===== src/rtl/cat_score_mac_pkg.sv =====
// Shared types and default widths for the cat score MAC and the register files it reads.
package cat_score_mac_pkg;

    typedef enum logic [1:0] {
        ST_IDLE,
        ST_RUN,
        ST_DRAIN,
        ST_FINISH
    } state_e;

    localparam int DEF_DATA_WIDTH = 24;
    localparam int DEF_ADDR_DEPTH = 12;
    localparam int PROD_WIDTH     = 2 * DEF_DATA_WIDTH;
    localparam int CNT_WIDTH      = DEF_ADDR_DEPTH + 1;

endpackage


===== src/rtl/cat_mac_pipe.sv =====
// Signed multiply stage followed by an accumulator; clear empties the accumulator for a new run.
module cat_mac_pipe
    import cat_score_mac_pkg::*;
#(
    parameter int PROD_W    = PROD_WIDTH,
    parameter int ACC_WIDTH = PROD_WIDTH + DEF_ADDR_DEPTH + 1
) (
    input  logic                        clock,
    input  logic                        reset,
    input  logic                        clear,
    input  logic                        rd_valid,
    input  logic signed [PROD_W/2-1:0]  pixel_data,
    input  logic signed [PROD_W/2-1:0]  weight_data,
    output logic signed [ACC_WIDTH-1:0] acc
);

    logic signed [PROD_W-1:0]    prod_p1_q, prod_p1_d;
    logic                        vld_p1_q, vld_p1_d;
    logic signed [ACC_WIDTH-1:0] acc_p2_q, acc_p2_d;

    always_comb begin
        prod_p1_d = prod_p1_q;
        vld_p1_d  = rd_valid;
        acc_p2_d  = acc_p2_q;
        // Read data is only meaningful in the rd_valid cycle; hold otherwise.
        if (rd_valid) begin
            prod_p1_d = pixel_data * weight_data;
        end
        if (clear) begin
            acc_p2_d = '0;
        end else if (vld_p1_q) begin
            acc_p2_d = acc_p2_q + ACC_WIDTH'(prod_p1_q);
        end
    end

    // Stage p1: product register (data only, no reset)
    always_ff @(posedge clock) begin
        prod_p1_q <= prod_p1_d;
    end

    // Stage p2: accumulator and valid tracking
    always_ff @(posedge clock) begin
        if (reset) begin
            vld_p1_q <= 1'b0;
            acc_p2_q <= '0;
        end else begin
            vld_p1_q <= vld_p1_d;
            acc_p2_q <= acc_p2_d;
        end
    end

    assign acc = acc_p2_q;

endmodule


===== src/rtl/cat_score_mac.sv =====
// Streams pixel/weight pairs out of the register files, accumulates signed products,
// adds a bias and reports the score with an is_cat decision and a done pulse.
module cat_score_mac
    import cat_score_mac_pkg::*;
#(
    parameter int DATA_WIDTH   = DEF_DATA_WIDTH,
    parameter int ADDR_DEPTH   = DEF_ADDR_DEPTH,
    parameter int NUM_ELEMENTS = 2 ** ADDR_DEPTH,
    parameter int ACC_WIDTH    = 2 * DATA_WIDTH + ADDR_DEPTH + 1
) (
    input  logic                        clock,
    input  logic                        reset,
    input  logic                        start,
    input  logic signed [ACC_WIDTH-1:0] bias,
    output logic [ADDR_DEPTH-1:0]       mem_address,
    output logic                        mem_en_read,
    input  logic signed [DATA_WIDTH-1:0] pixel_data,
    input  logic signed [DATA_WIDTH-1:0] weight_data,
    output logic                        busy,
    output logic                        done,
    output logic signed [ACC_WIDTH-1:0] score,
    output logic                        is_cat
);

    // Counter width follows the package default, rescaled to this instance's depth.
    localparam int CNT_W = CNT_WIDTH - DEF_ADDR_DEPTH + ADDR_DEPTH;
    localparam logic [CNT_W-1:0] LAST_CNT = CNT_W'(NUM_ELEMENTS);

    function automatic logic is_positive(input logic signed [ACC_WIDTH-1:0] v);
        return !v[ACC_WIDTH-1] && (v != '0);
    endfunction

    state_e                      state_q, state_d;
    logic [CNT_W-1:0]            count_q, count_d;
    logic [ADDR_DEPTH-1:0]       addr_q, addr_d;
    logic                        en_q, en_d;
    logic                        rd_valid_q, rd_valid_d;
    logic                        busy_q, busy_d;
    logic                        done_q, done_d;
    logic signed [ACC_WIDTH-1:0] score_q, score_d;
    logic                        is_cat_q, is_cat_d;
    logic                        clear;
    logic signed [ACC_WIDTH-1:0] acc;
    logic signed [ACC_WIDTH-1:0] sum;

    cat_mac_pipe #(
        .PROD_W    (2 * DATA_WIDTH),
        .ACC_WIDTH (ACC_WIDTH)
    ) u_pipe (
        .clock       (clock),
        .reset       (reset),
        .clear       (clear),
        .rd_valid    (rd_valid_q),
        .pixel_data  (pixel_data),
        .weight_data (weight_data),
        .acc         (acc)
    );

    always_comb begin
        state_d    = state_q;
        count_d    = count_q;
        addr_d     = addr_q;
        en_d       = en_q;
        rd_valid_d = en_q;
        busy_d     = busy_q;
        done_d     = 1'b0;
        score_d    = score_q;
        is_cat_d   = is_cat_q;
        clear      = 1'b0;
        sum        = acc + bias;
        unique case (state_q)
            ST_IDLE: begin
                if (start) begin
                    state_d = ST_RUN;
                    clear   = 1'b1;
                    addr_d  = '0;
                    en_d    = 1'b1;
                    count_d = CNT_W'(1);
                    busy_d  = 1'b1;
                end
            end
            ST_RUN: begin
                // count_q holds the next address to issue, outputs being registered.
                if (count_q == LAST_CNT) begin
                    state_d = ST_DRAIN;
                    en_d    = 1'b0;
                    addr_d  = '0;
                end else begin
                    addr_d  = count_q[ADDR_DEPTH-1:0];
                    count_d = count_q + CNT_W'(1);
                end
            end
            ST_DRAIN: begin
                // The last accumulate lands on the same edge that enters FINISH.
                if (!rd_valid_q) begin
                    state_d = ST_FINISH;
                end
            end
            ST_FINISH: begin
                score_d  = sum;
                is_cat_d = is_positive(sum);
                done_d   = 1'b1;
                busy_d   = 1'b0;
                state_d  = ST_IDLE;
            end
            default: state_d = ST_IDLE;
        endcase
    end

    always_ff @(posedge clock) begin
        if (reset) begin
            state_q    <= ST_IDLE;
            count_q    <= '0;
            addr_q     <= '0;
            en_q       <= 1'b0;
            rd_valid_q <= 1'b0;
            busy_q     <= 1'b0;
            done_q     <= 1'b0;
            score_q    <= '0;
            is_cat_q   <= 1'b0;
        end else begin
            state_q    <= state_d;
            count_q    <= count_d;
            addr_q     <= addr_d;
            en_q       <= en_d;
            rd_valid_q <= rd_valid_d;
            busy_q     <= busy_d;
            done_q     <= done_d;
            score_q    <= score_d;
            is_cat_q   <= is_cat_d;
        end
    end

    assign mem_address = addr_q;
    assign mem_en_read = en_q;
    assign busy        = busy_q;
    assign done        = done_q;
    assign score       = score_q;
    assign is_cat      = is_cat_q;

endmodule


===== config.mk =====
export PLATFORM = sky130hd
export DESIGN_NAME = cat_score_mac
export DESIGN_NICKNAME = d
export VERILOG_FILES = /design/src/rtl/cat_score_mac_pkg.sv /design/src/rtl/cat_mac_pipe.sv /design/src/rtl/cat_score_mac.sv
export SDC_FILE = /design/constraint.sdc
export NUM_CORES = 2
export LEC_CHECK = 0
export BUFFER_PORTS_ARGS = -buffer_cell sky130_fd_sc_hd__buf_2
export CAP_MARGIN = 20
export CORE_ASPECT_RATIO = 1.75
export CORE_MARGIN = 5
export CORE_UTILIZATION = 65
export CTS_CLUSTER_SIZE = 25
export DETAILED_ROUTE_END_ITERATION = 12
export GPL_TIMING_DRIVEN = 0
export PLACE_DENSITY = 0.84
export SLEW_MARGIN = 20
export SYNTH_ARGS = -nofsm -noshare
export SYNTH_HDL_FRONTEND = slang
export SYNTH_SLANG_ARGS = --single-unit

===== constraint.sdc =====
create_clock -name clock -period 10.2 [get_ports clock]
set_input_delay 2.04 -clock clock [delete_from_list [all_inputs] [get_ports clock]]
set_output_delay 2.04 -clock clock [all_outputs]
set_load 0.05 [all_outputs]

==> metrics.md <==
| Metric | Value |
|---|---|
| CTS Buf Count | 18 |
| Vias per cell | 6.05 |
| Core Region | 54400 um2 |
| CP Depth | 27 |
| Hold Buf Count CTS | 0 |
| Post-CTS Setup Repair Bufs | 0 |
| Synthesized flop and latch total | 203 |
| Die height | 320 um |
| Pre-CTS setup slack | -0.261 ns |
| Hold Startpoint | mem_address[5] |
| Row cnt | 113 |
| Count leader, synth | inv_1 |
| Tot GR Track Use | 39.0% |
| Layout Skew | 0.0185 ns |
| Synth area leaders | fa_1 (34%), ha_1 (9.1%), dfxtp_1 (8.7%) |
| Die Span X | 187 um |
| Worst-Margin Slew | 1.09 ns |
| Largest buffer count on any clock path | 3 |
| Initial drt markers | 2040 |
| Multi-input logic area | 28000 um2 |
| Worst reg-to-reg path cell count | 12 |
| Worst EP arrival | 10.21 ns |
| Synth Instances | 4066 |
| Clock-pin slew on the worst setup and hold paths | 0.07 ns |
| Critical Path Sink Type | register |
| RSZ-0062 raised after global routing | no |
| Per-cell routed wire length | 23.5 um |
| Register area | 4550 um2 |
| Cell area after synthesis | 35800 um2 |
| Hold slack | 0.449 ns |
| Worst min-delay path class | reg -> reg |
| Sequential fraction of the synthesis area | 12.7% |
| Reg-to-Reg Start | u_pipe.acc[9] |
| Worst Setup Start Kind | input port |
| Area growth, synth to finish | 6.89% |
| DIE AREA | 60000 um2 |
| Top Usage Layer GRT | met2 |
| Slew HR | 27.5% |
| Share of the synthesized area in the top cell type | 34.1% |
| Syn Nets | 5048 |
| Final setup violation count | 0 |
| Post-route minimum period | 9.94 ns |
| Share of cells above drive strength 1 | 6.16% |
| Total grt overflow | 0 |
| DRT Pass-1 Iters | 5 |
| H-Tree Depth | 1 |
| CP max-delay cell | clkdlybuf4s15_1 |
| GPL Wtd Cong | 1.05 |
| Largest net degree at the start of global routing | 51 |
| Hpwl dp | 99.3 mm |
| Synth top cells by count | inv_1 (683), fa_1 (609), nand2_1 (453), and2_1 (283), ha_1 (261) |
| DRT Wirelength | 117 mm |
| Final hold violations | 0 |
| Post-route ant nets | 0 |
| Crit path max-delay family | adder cells |
| TritonCTS Sinks | 203 |
| GR Util met1 | 39.1% |
| Max Slew Vio Count | 0 |
| YS warnings | 0 |
| Initial cell density of the core | 65.7% |
| Fmax | 101 MHz |
| Critical Path Source | pixel_data[15] |
| Hold path depth | 2 |
| Vias in the first global route | 32100 |
| Clk Latency, worst-skew pair | 0.52 ns |
| CTS tree | built |
| Layout filler cell count | 4441 |
| Avg Cell Area, Syn | 8.80 um2 |
| Synth cell types | 81 |
| CTS Root Cell | clkbuf_16 |
| Initial antenna violation count | 5 |
| Yosys top cell by area | fa_1 |
| Status | finished clean |
| I/O Pins | 189 |
| Critical Path RT | 10.47 ns |
| PortBufs | 188 |
| Met3 Usage GRT | 5.90% |
| DRC | 0 |
| Global-route wire length before repair | 180 mm |
| Post-synth EDFFs | 48 |
| MaxCap Viol Count | 0 |
| Top_reg_cell synth | dfxtp_1 |
| Most used cell along the critical path | fa_1 |
| Final nets | 5256 |
| Final setup margin | 0.257 ns |
| Fin crit share | 97.5% |
| Crit Path Max Fanout | 10 |
| Setup CP Type | in -> reg |
| Grt met2 use | 70.4% |
| Critical path's largest stage delay | 0.69 ns |
| Vias | 30100 |
| Crit path buf inv count | 8 |
| Post-synth ARST share | 0% |
[layout by cell type (no fill, tap or decap), drive strengths merged, types with 14 or more instances in the layout]
cell / Yosys / layout
inv: 683 / 685
mux2i: 61 / 61
clkbuf: 159 / 181
nor3: 31 / 31
xnor2: 99 / 99
nor4: 14 / 14
nor2b: 40 / 40
o21a: 42 / 42
a31oi: 30 / 30
a21oi: 213 / 213
nand2b: 26 / 26
a211oi: 34 / 34
or3: 18 / 18
dfxtp: 155 / 155
o21bai: 42 / 42
fa: 609 / 609
o211ai: 19 / 19
and3: 19 / 19
xor2: 47 / 47
and2: 283 / 283
nand3: 63 / 63
nand4: 30 / 30
nand2: 453 / 453
a21o: 81 / 81
buf: 12 / 200
edfxtp: 48 / 48
nor2: 200 / 200
o21ai: 123 / 123
ha: 261 / 261
[metal layers]
metal / share of wire [%] / vias up / wire length, um
met5: 0.049 / - / 57
met4: 11 / 8 / 13000
met3: 6.3 / 537 / 7350
met2: 50 / 1373 / 58800
met1: 32 / 14700 / 37800
li1: - / 13500 / -
[worst paths after layout]
| check | to | slack, ns |
|---|---|---|
| max reg2reg | is_cat | 5.33 |
| min reg2reg | mem_address[5] | 0.45 |
| min | mem_address[5] | 0.45 |
| max | u_pipe.prod_p1_q[47] | 0.26 |
[registers in the layout, indices dropped and copies added (netlist names)]
signal and flops:
done 1, score 61, busy 1, is_cat 1
u_pipe.acc 61, mem_en_read 1, mem_address 12, rd_valid_q 1
u_pipe.prod_p1_q 48, count_q 13, u_pipe.vld_p1_q 1, state_q 2
[tightest hold or removal path, stage by stage, from the launching register on]
cell and delay (ns):
dfxtp_1 0.31, nand2_1 0.05, a21oi_1 0.05
[logic make-up after synthesis]
kind of cell | after synthesis | share of synthesized area (%)
flip-flops | 203 | 12.7
multiplexers | 63 | 1.77
adder cells (fa/ha/maj) | 870 | 43.2
buffers and inverters | 854 | 8.98
AO/OA/AOI/OAI | 695 | 12.8
XOR/XNOR | 146 | 3.57
AND/OR/NAND/NOR | 1235 | 17.0
[cell type report]
cell class | instances | area share, %
antenna | 3 | 0.0196
sequential | 203 | 11.9
clock inverter | 8 | 0.134
clock buffer | 24 | 1.51
timing repair buffer | 188 | 2.46
multi-input combinational | 3009 | 73.3
buffer | 171 | 1.73
tap | 690 | 2.26
inverter | 683 | 6.70
[through the flow]
| stage | utilization (%) | setup TNS (ns) | cell area [um2] | std cells |
|---|---|---|---|---|
| 2_1_floorplan | - | 0 | 35800 | 4066 |
| 3_3_place_gp | 69.0 | -0.256 | 37600 | 4944 |
| 3_5_place_dp | 69.1 | -0.477 | 37600 | 4944 |
| 4_1_cts | 70.2 | 0 | 38200 | 4976 |
| 5_1_grt | 70.2 | 0 | 38200 | 4977 |
| 6_report | 70.3 | 0 | 38200 | 4979 |
[repair_timing]
item,CTS,global route
hold endpoints to repair,0,0
endpoints found under the setup margin,0,1
gates resized for setup,0,5
Power is not shown: default switching activity piles up to over one toggle a cycle in this logic, so the estimate is an artifact.
